--- config.mk ---
export PLATFORM = sky130hd
export DESIGN_NAME = sap_control_sequencer
export DESIGN_NICKNAME = d
export VERILOG_FILES = /design/src/rtl/sap_control_sequencer.sv
export SDC_FILE = /design/constraint.sdc
export NUM_CORES = 1
export LEC_CHECK = 0
export BUFFER_PORTS_ARGS = -buffer_cell sky130_fd_sc_hd__clkbuf_2
export CAP_MARGIN = 20
export CORE_UTILIZATION = 45
export CTS_CLUSTER_DIAMETER = 150
export DETAILED_ROUTE_END_ITERATION = 12
export HOLD_SLACK_MARGIN = 0.03
export PLACE_DENSITY = 0.75
export SYNTH_ARGS = -nofsm -noshare
export SYNTH_HDL_FRONTEND = slang
export SYNTH_SLANG_ARGS = --single-unit
--- constraint.sdc ---
create_clock -name CLK -period 2.34 [get_ports CLK]
set_input_delay 0.117 -clock CLK [delete_from_list [all_inputs] [get_ports CLK]]
set_output_delay 0.117 -clock CLK [all_outputs]
set_load 0.01 [all_outputs]
--- src/rtl/sap_control_sequencer.sv ---
// SAP-BR control sequencer: one-hot T1..T6 ring decoded against opcode and flags
// into one combinational control word per clock, with a sticky halt at T4.
module sap_control_sequencer #(
  parameter logic [3:0] HALT_OPCODE = 4'hF,
  parameter int         T_STATES    = 6
) (
  input  logic                CLK,
  input  logic                CLR_n,
  input  logic [3:0]          OPCODE,
  input  logic                FLAG_Z,
  input  logic                FLAG_C,
  output logic [T_STATES-1:0] T_STATE,
  output logic                HLT,
  output logic                Cp,
  output logic                Ep,
  output logic                Lp,
  output logic                Lm,
  output logic                CE,
  output logic                WE,
  output logic                Li,
  output logic                Ei,
  output logic                La,
  output logic                Ea,
  output logic                Lb,
  output logic                Lo,
  output logic                Lf,
  output logic                Sub,
  output logic                Not,
  output logic                AL0,
  output logic                AL1,
  output logic                ALU_out
);

  typedef enum logic [T_STATES-1:0] {
    T1 = 6'b000001,
    T2 = 6'b000010,
    T3 = 6'b000100,
    T4 = 6'b001000,
    T5 = 6'b010000,
    T6 = 6'b100000
  } ring_t;

  localparam logic [3:0] OP_LDA = 4'h0;
  localparam logic [3:0] OP_ADD = 4'h1;
  localparam logic [3:0] OP_SUB = 4'h2;
  localparam logic [3:0] OP_AND = 4'h3;
  localparam logic [3:0] OP_OR  = 4'h4;
  localparam logic [3:0] OP_XOR = 4'h5;
  localparam logic [3:0] OP_NOT = 4'h6;
  localparam logic [3:0] OP_STA = 4'h7;
  localparam logic [3:0] OP_JMP = 4'h8;
  localparam logic [3:0] OP_JZ  = 4'h9;
  localparam logic [3:0] OP_JC  = 4'hA;
  localparam logic [3:0] OP_OUT = 4'hE;

  ring_t state, state_nxt;
  logic  halted;
  logic  halt_hit;

  assign T_STATE  = state;
  assign halt_hit = (state == T4) && (OPCODE == HALT_OPCODE);

  always_ff @(posedge CLK) begin
    if (!CLR_n) begin
      state  <= T1;
      halted <= 1'b0;
    end else begin
      state <= state_nxt;
      if (halt_hit) halted <= 1'b1;
    end
  end

  // Ring advance; a halt (pending or latched) pins the ring at T4.
  always_comb begin
    state_nxt = T1;
    case (state)
      T1:      state_nxt = T2;
      T2:      state_nxt = T3;
      T3:      state_nxt = T4;
      T4:      state_nxt = T5;
      T5:      state_nxt = T6;
      T6:      state_nxt = T1;
      default: state_nxt = T1;
    endcase
    if (halted || halt_hit) state_nxt = T4;
  end

  always_comb begin
    HLT = 1'b0; Cp = 1'b0; Ep = 1'b0; Lp = 1'b0; Lm = 1'b0; CE = 1'b0;
    WE = 1'b0; Li = 1'b0; Ei = 1'b0; La = 1'b0; Ea = 1'b0; Lb = 1'b0;
    Lo = 1'b0; Lf = 1'b0; Sub = 1'b0; Not = 1'b0; AL0 = 1'b0; AL1 = 1'b0;
    ALU_out = 1'b0;
    if (CLR_n) begin
      if (halted) begin
        HLT = 1'b1;
      end else begin
        case (state)
          T1: begin Ep = 1'b1; Lm = 1'b1; end
          T2: Cp = 1'b1;
          T3: begin CE = 1'b1; Li = 1'b1; end
          T4: begin
            if (OPCODE == HALT_OPCODE) begin
              HLT = 1'b1;
            end else begin
              case (OPCODE)
                OP_LDA, OP_ADD, OP_SUB, OP_AND, OP_OR, OP_XOR, OP_STA: begin
                  Ei = 1'b1; Lm = 1'b1;
                end
                OP_NOT: begin
                  ALU_out = 1'b1; La = 1'b1; Lf = 1'b1;
                  AL1 = 1'b1; AL0 = 1'b1; Not = 1'b1;
                end
                OP_JMP: begin Ei = 1'b1; Lp = 1'b1; end
                OP_JZ:  begin Ei = FLAG_Z; Lp = FLAG_Z; end
                OP_JC:  begin Ei = FLAG_C; Lp = FLAG_C; end
                OP_OUT: begin Ea = 1'b1; Lo = 1'b1; end
                default: ;
              endcase
            end
          end
          T5: begin
            case (OPCODE)
              OP_LDA: begin CE = 1'b1; La = 1'b1; end
              OP_ADD, OP_SUB, OP_AND, OP_OR, OP_XOR: begin
                CE = 1'b1; Lb = 1'b1;
              end
              OP_STA: begin Ea = 1'b1; WE = 1'b1; end
              default: ;
            endcase
          end
          T6: begin
            case (OPCODE)
              OP_ADD, OP_SUB, OP_AND, OP_OR, OP_XOR: begin
                ALU_out = 1'b1; La = 1'b1; Lf = 1'b1;
                Sub = (OPCODE == OP_SUB);
                AL0 = (OPCODE == OP_AND) || (OPCODE == OP_XOR);
                AL1 = (OPCODE == OP_OR)  || (OPCODE == OP_XOR);
              end
              default: ;
            endcase
          end
          default: ;
        endcase
      end
    end
  end

endmodule
-- Word level (Yosys, flattened, before mapping)
Index checks and enable logic that the tools add are counted.
- flip-flop bits (word level): 7
- output and inout bits: 25
- equal/unequal tests: 18
- muxes and demuxes: 74
- bitwise gates (word level): 1
- reductions and logical operators: 10
- operator list (cell ; number):
    1-bit two-way mux ; 63
    6-bit one-hot mux with 5 select lines ; 1
    4-bit equality test, second input constant ; 5
    4-bit by 3-bit equality test with 1-bit output, second input constant ; 4
    1-bit one-hot mux with 2 select lines ; 6
    1-bit one-hot mux with 3 select lines ; 3
    4-bit by 2-bit equality test with 1-bit output, second input constant ; 2
    8-bit OR reduction ; 1
    7-bit OR reduction ; 1
    6-bit by 1-bit equality test with 1-bit output, second input constant ; 1
    6-bit by 2-bit equality test with 1-bit output, second input constant ; 1
    6-bit by 3-bit equality test with 1-bit output, second input constant ; 1
    6-bit by 4-bit equality test with 1-bit output, second input constant ; 1
    6-bit by 5-bit equality test with 1-bit output, second input constant ; 1
    6-bit equality test, second input constant ; 1
    6-bit OR reduction ; 1
    5-bit OR reduction ; 1
    4-bit by 1-bit equality test with 1-bit output, second input constant ; 1
    4-bit logical NOT ; 1
    4-bit two-way mux ; 1
    1-bit logical OR ; 3
    2-bit OR reduction ; 1
    1-bit logical AND ; 1
    1-bit NOT ; 1

-- Longest topological paths before layout
Gate-level depths: netlist (run 1).
- word-level depth: 7
- gate-level depth with buffers: 7
- mapped depth without buffers: 4

-- Worst setup path before layout (run 1)
No wires, ideal clock.
- kind: reg-to-output
- from: reg state[0], in the netlist T_STATE[0]
- to: out Lf
- arrival time: 1.903 ns
- required time: 2.223 ns
- setup slack: 0.320 ns
- cell stages (with the launch flop): 8
- path buffers: 3
- cell sequence: dfxtp_1 buf_2 or4_4 buf_6 nor4_2 o21ai_1 a21oi_1 buf_4
- word-level cells in the longest chain between the ends: 4
- ends and longest elaborated chain (element ; RTL line ; source):
    start: declaration ; 56 ; ring_t state, state_nxt;
    start signal: assignment ; 68 ; state <= state_nxt;
    6-bit equality test / 6-bit by 4-bit equality test with 1-bit output (equally long branches) ; n/a ;
    1-bit one-hot mux with 2 select lines * ; n/a ;
    1-bit two-way mux * (2 in series) ; n/a ;
    end: declaration ; 26 ; output logic Lf,
Every way passes the cells marked *; elsewhere a longest branch is shown, timed or not.

-- Worst setup path after layout (run 1)
- from: reg state[1], in the netlist T_STATE[1]
- to: out Lp
- word-level cells in the longest chain between the ends: 4
- ends and longest elaborated chain (element ; RTL line ; source):
    6-bit by 4-bit equality test with 1-bit output ; 97 ; case (state)
    1-bit two-way mux ; 97 ;
    1-bit two-way mux ; 94 ; if (halted) begin
    1-bit two-way mux ; 93 ; if (CLR_n) begin
    end: declaration ; 16 ; output logic Lp,
No other way between the ends.

==> results.ini, run 1 <==
[logic_synthesis]
synth_fa_ha_area_frac=0
synth_flop_cell=dfxtp_1
avgSynthCellArea_um2=7.09
synth_top_family_by_area=simple AND/OR/NAND/NOR gates
yosys-top-cells-area=dfxtp_1 (20%), nand2b_1 (7.1%), nor3_1 (5.0%)
ys_top_cells_by_count=nor2_1 (9), nand2b_1 (8), dfxtp_1 (7), nor3_1 (7)
yosysTopAreaCell=dfxtp_1
synthSimpleGateAreaFrac=0.487
syn_area_um2=702
synth_edf_count=0
yosysTopAreaCellShare=0.200
synth_compound_area_frac=0.182
syn_inst=99
syn-num-nets=107
async_flop_share=0
ys_seq_area_frac=0.200
yosys_warnings=0
synth.most_common_cell=nor2_1
synth_xor_area_frac=0.0250
synth_cell_types=38
synth-seq-cells=7
yosys-mux-area-fraction=0.0143

[floorplanning]
die_y_um=41.5
start_util=0.508
core_area_um2=1380
fp-row-count=13
die-area_um2=1720
io_pins=33
die_w_um=41.5

[detailed_routing]
vias=771
post_drt_wl_per_cell_um=11.8
detail_route.wirelength_um=1670
drtAntennaViolNets=0
first_pass_iters=4
viasPerCell=5.43
drtIter0Drc=16
drc_errors=0

[placed_design]
place_hpwl_um=1310
place_ws_ns=0.496
gp_congestion=0.859
post-place-cells=138
portBuffers=32

[critical_path]
cp_slowest_cell=or4_4
path_cells=or4_4, nor3_1, nand2_1, nor3_1, clkbuf_2
cpMostUsedCell=nor3_1
start_kind=register
critPathTopFamily=simple AND/OR/NAND/NOR gates
path_depth=5
timing.rr.start=T_STATE[1]
cp.arrival_ns=1.99
crit_path_max_fanout=10
worstSetupStartpoint=T_STATE[1]
crit_required_ns=2.22
cp_slowest_stage_delay_ns=0.61
reg2reg_depth=4
critPathBufInv=1
crit_type=reg2out
rrSetupSlack_ns=0.70
end_kind=primary output

[power]
pwr_density_cell_nw_per_um2=525
p_leak_nw=0.395
power_mw=0.450
ir_drop_mv=0.455

[finish]
instances_no_fill=142
areaGrowthSynthToFinish_pct=22.1
fillers=134
diodes=0
fin_nets=136
drive_gt1_frac=0.323

[job]
max_cap_violations=0

[clocking]
cts.reportedPaths.clkPinSlew_ns=0.05
htree_levels=1
cts_buffer_depth=2
cts_setup_buffers=0
cts_hold_buf=0
root_buffer=clkbuf_4
cts_tree=built
worst_skew_pair.late_latency_ns=0.25
cts_made_buffers=3
cts.sinks=7
cts_resized=0

[sta]
finalHoldViolCount=0
fin_ws_ns=0.234
post-route-period-util=0.900
skew_ns=0.00335
max_freq_mhz=475
rsz0062_at_grt=false
max_slew_margin=0.781
finalSetupTns_ns=0
slew_violations=0
fin_crit_ns=2.11
tightestPinTransition_ns=0.325
finalSetupViolCount=0

[outcome]
status=finished clean

[global_routing]
grt_pass1_wl_um=2620
gr-total-overflow=0
grt_max_degree=13
antenna_found_initial=0
first_global_vias=603
grt_use_total=0.186

[min_path]
min_path_type=in2reg
hold_depth=2
hold_start=CLR_n

worst register-to-register path: stages (launching register included):
cell	delay, ns
dfxtp_1	0.39
or4_4	0.61
or2_1	0.30
nor2_1	0.16
o21a_1	0.12
cells by family (layout without fill, tap and decap cells):
kind of cell,after synthesis,after routing
and+or+nand+nor,57,57
AOI/OAI and AO/OA,20,20
buffers and inverters,12,40
DFF,7,7
xor gates and xnor gates,2,2
muxes,1,1
layout by cell type (no fill, tap or decap), drive strengths merged, types with 2 or more instances in the layout:
cell type and count:
o22ai 2, a21oi 4, nor3b 4, nand3 4
nor3 8, nor2b 2, nand2b 8, or3 3
nor2 9, clkbuf 36, or2 4, o21a 2
nand2 4, and2 2, xor2 2, dfxtp 7
a21o 2, inv 4, nor4 4, a22o 2
o21ai 5
state kept, by name (all words and copies together), names as in the netlist:
name     flops
halted       1
T_STATE      6
layout make-up:
type / count / area (µm²) / share of cell area
multi-input combinational: 80 / 497 / 0.580
timing repair buffer: 32 / 160 / 0.187
sequential: 7 / 140 / 0.164
clock buffer: 4 / 26.3 / 0.0307
tap: 15 / 18.8 / 0.0219
inverter: 4 / 15.0 / 0.0175
where the power goes:
part | internal, mW | total, mW | switching (mW)
Clock | 0.0649 | 0.107 | 0.0423
Sequential | 0.135 | 0.168 | 0.0339
Combinational | 0.0843 | 0.175 | 0.0904
layer usage:
layer  vias to the layer above  wire length, µm  track usage
li1                        409                -            -
met1                       337              811        0.262
met2                        25              771        0.291
met3                         0               87       0.0652
met4                         0                0            0
met5                         -                0            0
path summary, 6_finish.rpt:
| check | to |
|---|---|
| worst max register to register | halted |
| worst max-delay path | Lp |
| worst min register to register | halted |
| worst min-delay path | T_STATE[0] |
through the flow:
stage	area (µm²)	hold slack, ns	util
5_1_grt	857	0.0966	0.620
3_3_place_gp	831	0.352	0.601
3_5_place_dp	831	0.351	0.601
2_1_floorplan	702	0.190	-
6_report	857	0.0983	0.620
4_1_cts	857	0.0931	0.620
Note: power is estimated with default switching activity, not from simulation.
==> run 2: changes to the inputs <==
--- a/config.mk
+++ b/config.mk
@@ -7,11 +7,12 @@
 export LEC_CHECK = 0
 export BUFFER_PORTS_ARGS = -buffer_cell sky130_fd_sc_hd__clkbuf_2
 export CAP_MARGIN = 20
-export CORE_UTILIZATION = 45
+export CORE_ASPECT_RATIO = 0.75
+export CORE_UTILIZATION = 35
 export CTS_CLUSTER_DIAMETER = 150
 export DETAILED_ROUTE_END_ITERATION = 12
 export HOLD_SLACK_MARGIN = 0.03
-export PLACE_DENSITY = 0.75
+export PLACE_DENSITY = 0.6
 export SYNTH_ARGS = -nofsm -noshare
 export SYNTH_HDL_FRONTEND = slang
 export SYNTH_SLANG_ARGS = --single-unit
==> results.ini, run 2 (same netlist as run 1, synthesis figures left out) <==
[outcome]
status=finished clean

[critical_path]
end_kind=primary output
cp_slowest_stage_delay_ns=0.61  ; about the same
reg2reg_depth=4  ; unchanged
crit_type=reg2out
cp.arrival_ns=2.01  ; +0.02 ns
cp_slowest_cell=or4_4
start_kind=register
crit_path_max_fanout=10  ; unchanged
cpMostUsedCell=nor3_1
path_cells=or4_4, nor3_1, nand2_1, nor3_1, clkbuf_2
crit_required_ns=2.22  ; about the same

[finish]
layout_common_cells=clkbuf_2 (32), nor2_1 (9), nand2b_1 (8)
multi_input_area_um2=497  ; unchanged
largest_reg_flops=6  ; unchanged
regArea_um2=140  ; unchanged
fin_nets=136  ; unchanged
mostFrequentLayoutCell=clkbuf_2
areaGrowthSynthToFinish_pct=23.4
diodes=0  ; unchanged
drive_gt1_frac=0.323  ; unchanged
fillers=192  ; +43%

[placed_design]
portBuffers=32  ; unchanged
gp_congestion=0.749  ; -13%
place_ws_ns=0.492  ; -0.00336 ns
place_hpwl_um=1350  ; +2.7%

[sta]
post-route-period-util=0.908  ; +0.00818
finalSetupTns_ns=0  ; unchanged
max_slew_margin=0.765  ; -0.0165
tightestPinTransition_ns=0.350  ; +0.0245 ns
fin_crit_ns=2.12  ; +0.0191 ns
finalHoldViolCount=0  ; unchanged
fin_ws_ns=0.215  ; -0.0191 ns
skew_ns=0.00170  ; -0.00165 ns
rsz0062_at_grt=false
max_freq_mhz=471  ; -0.90%
slew_violations=0  ; unchanged
finalSetupViolCount=0  ; unchanged

[clocking]
cts_tree=built
cts_setup_buffers=0  ; unchanged
cts_hold_buf=0  ; unchanged
cts.reportedPaths.clkPinSlew_ns=0.05  ; about the same
cts_buffer_depth=2  ; unchanged
htree_levels=1  ; unchanged
cts.sinks=7  ; unchanged
worst_skew_pair.late_latency_ns=0.25  ; about the same
cts_resized=0  ; unchanged
root_buffer=clkbuf_4
cts_made_buffers=3  ; unchanged

[floorplanning]
start_util=0.389  ; -0.119
core_area_um2=1810  ; +31%
io_pins=33  ; unchanged
die_w_um=53.7  ; +29%
die_y_um=40.8  ; -1.7%
fp-row-count=13  ; unchanged
die-area_um2=2190  ; +27%

[power]
clockPowerShare=0.243  ; +0.005
pwr_density_cell_nw_per_um2=524  ; -0.22%
p_comb_frac=0.383  ; -0.005
power_mw=0.454  ; +0.80%
sw_frac_of_total=0.374  ; +0.00462
p_seq_frac=0.373  ; about the same
p_leak_nw=0.395  ; unchanged
power_switching_mw=0.170  ; +2.1%
ir_drop_mv=0.423  ; -6.9%
power.internal_mw=0.284  ; about the same

[detailed_routing]
vias=792  ; +2.7%
first_pass_iters=4  ; unchanged
viasPerCell=5.32  ; -2.1%
detail_route.wirelength_um=1760  ; +5.3%
drtIter0Drc=16  ; unchanged
drtAntennaViolNets=0  ; unchanged
post_drt_wl_per_cell_um=11.8  ; +0.38%
drc_errors=0  ; unchanged

[global_routing]
first_global_vias=550  ; -8.8%
grt_use_total=0.164  ; -0.0216
grt_pass1_wl_um=2530  ; -3.4%
antenna_found_initial=0  ; unchanged
grt_max_degree=13  ; unchanged
gr-total-overflow=0  ; unchanged

[min_path]
hold_depth=2  ; unchanged
min_path_type=in2reg

[job]
max_cap_violations=0  ; unchanged

run 2: cell counts in the layout (fill, tap and decap cells not counted):
No cell type changed its count.
run 2: final cells by class:
type,instances,share of cell area
flip-flops and latches,7,0.162
multi-input cells,80,0.574
repair buffers,32,0.185
clock buffers,4,0.0303
inverters,4,0.0173
well taps,22,0.0318
run 2: stage by stage:
| step | util | hold WS [ns] | cells | instance area (µm²) |
|---|---|---|---|---|
| floorplan | - | 0.190 | 99 | 702 |
| global placement | 0.465 | 0.355 | 145 | 840 |
| detailed placement | 0.465 | 0.362 | 145 | 840 |
| CTS | 0.480 | 0.0996 | 149 | 866 |
| global route | 0.480 | 0.104 | 149 | 866 |
| finish | 0.480 | 0.102 | 149 | 866 |
run 2: final timing paths:
check,slack [ns],startpoint,to
hold reg to reg,0.55,halted,halted
setup / recovery,0.22,T_STATE[1],Lp
setup reg to reg,0.69,T_STATE[1],halted
hold / removal,0.10,CLR_n,T_STATE[0]
run 2: layer usage:
layer,share of wire,GRT usage
met1,0.54,0.243
met2,0.41,0.219
met3,0.052,0.0556
met4,0.0045,0.0395
met5,0,0
run 2: critical path, delay by kind of cell (launching register included):
kind | cells | cell delay, ns
flip-flops | 1 | 0.39
buffers and inverters | 1 | 0.16
AND/OR/NAND/NOR | 4 | 1.20
run 2: power by group through the flow:
stage / Combinational (mW) / Sequential [mW] / Clock, mW
floorplan: 0.166 / 0.153 / 0
global placement: 0.174 / 0.168 / 0
detailed placement: 0.174 / 0.171 / 0
CTS: 0.175 / 0.169 / 0.113
global route: 0.191 / 0.175 / 0.121
finish: 0.174 / 0.169 / 0.110
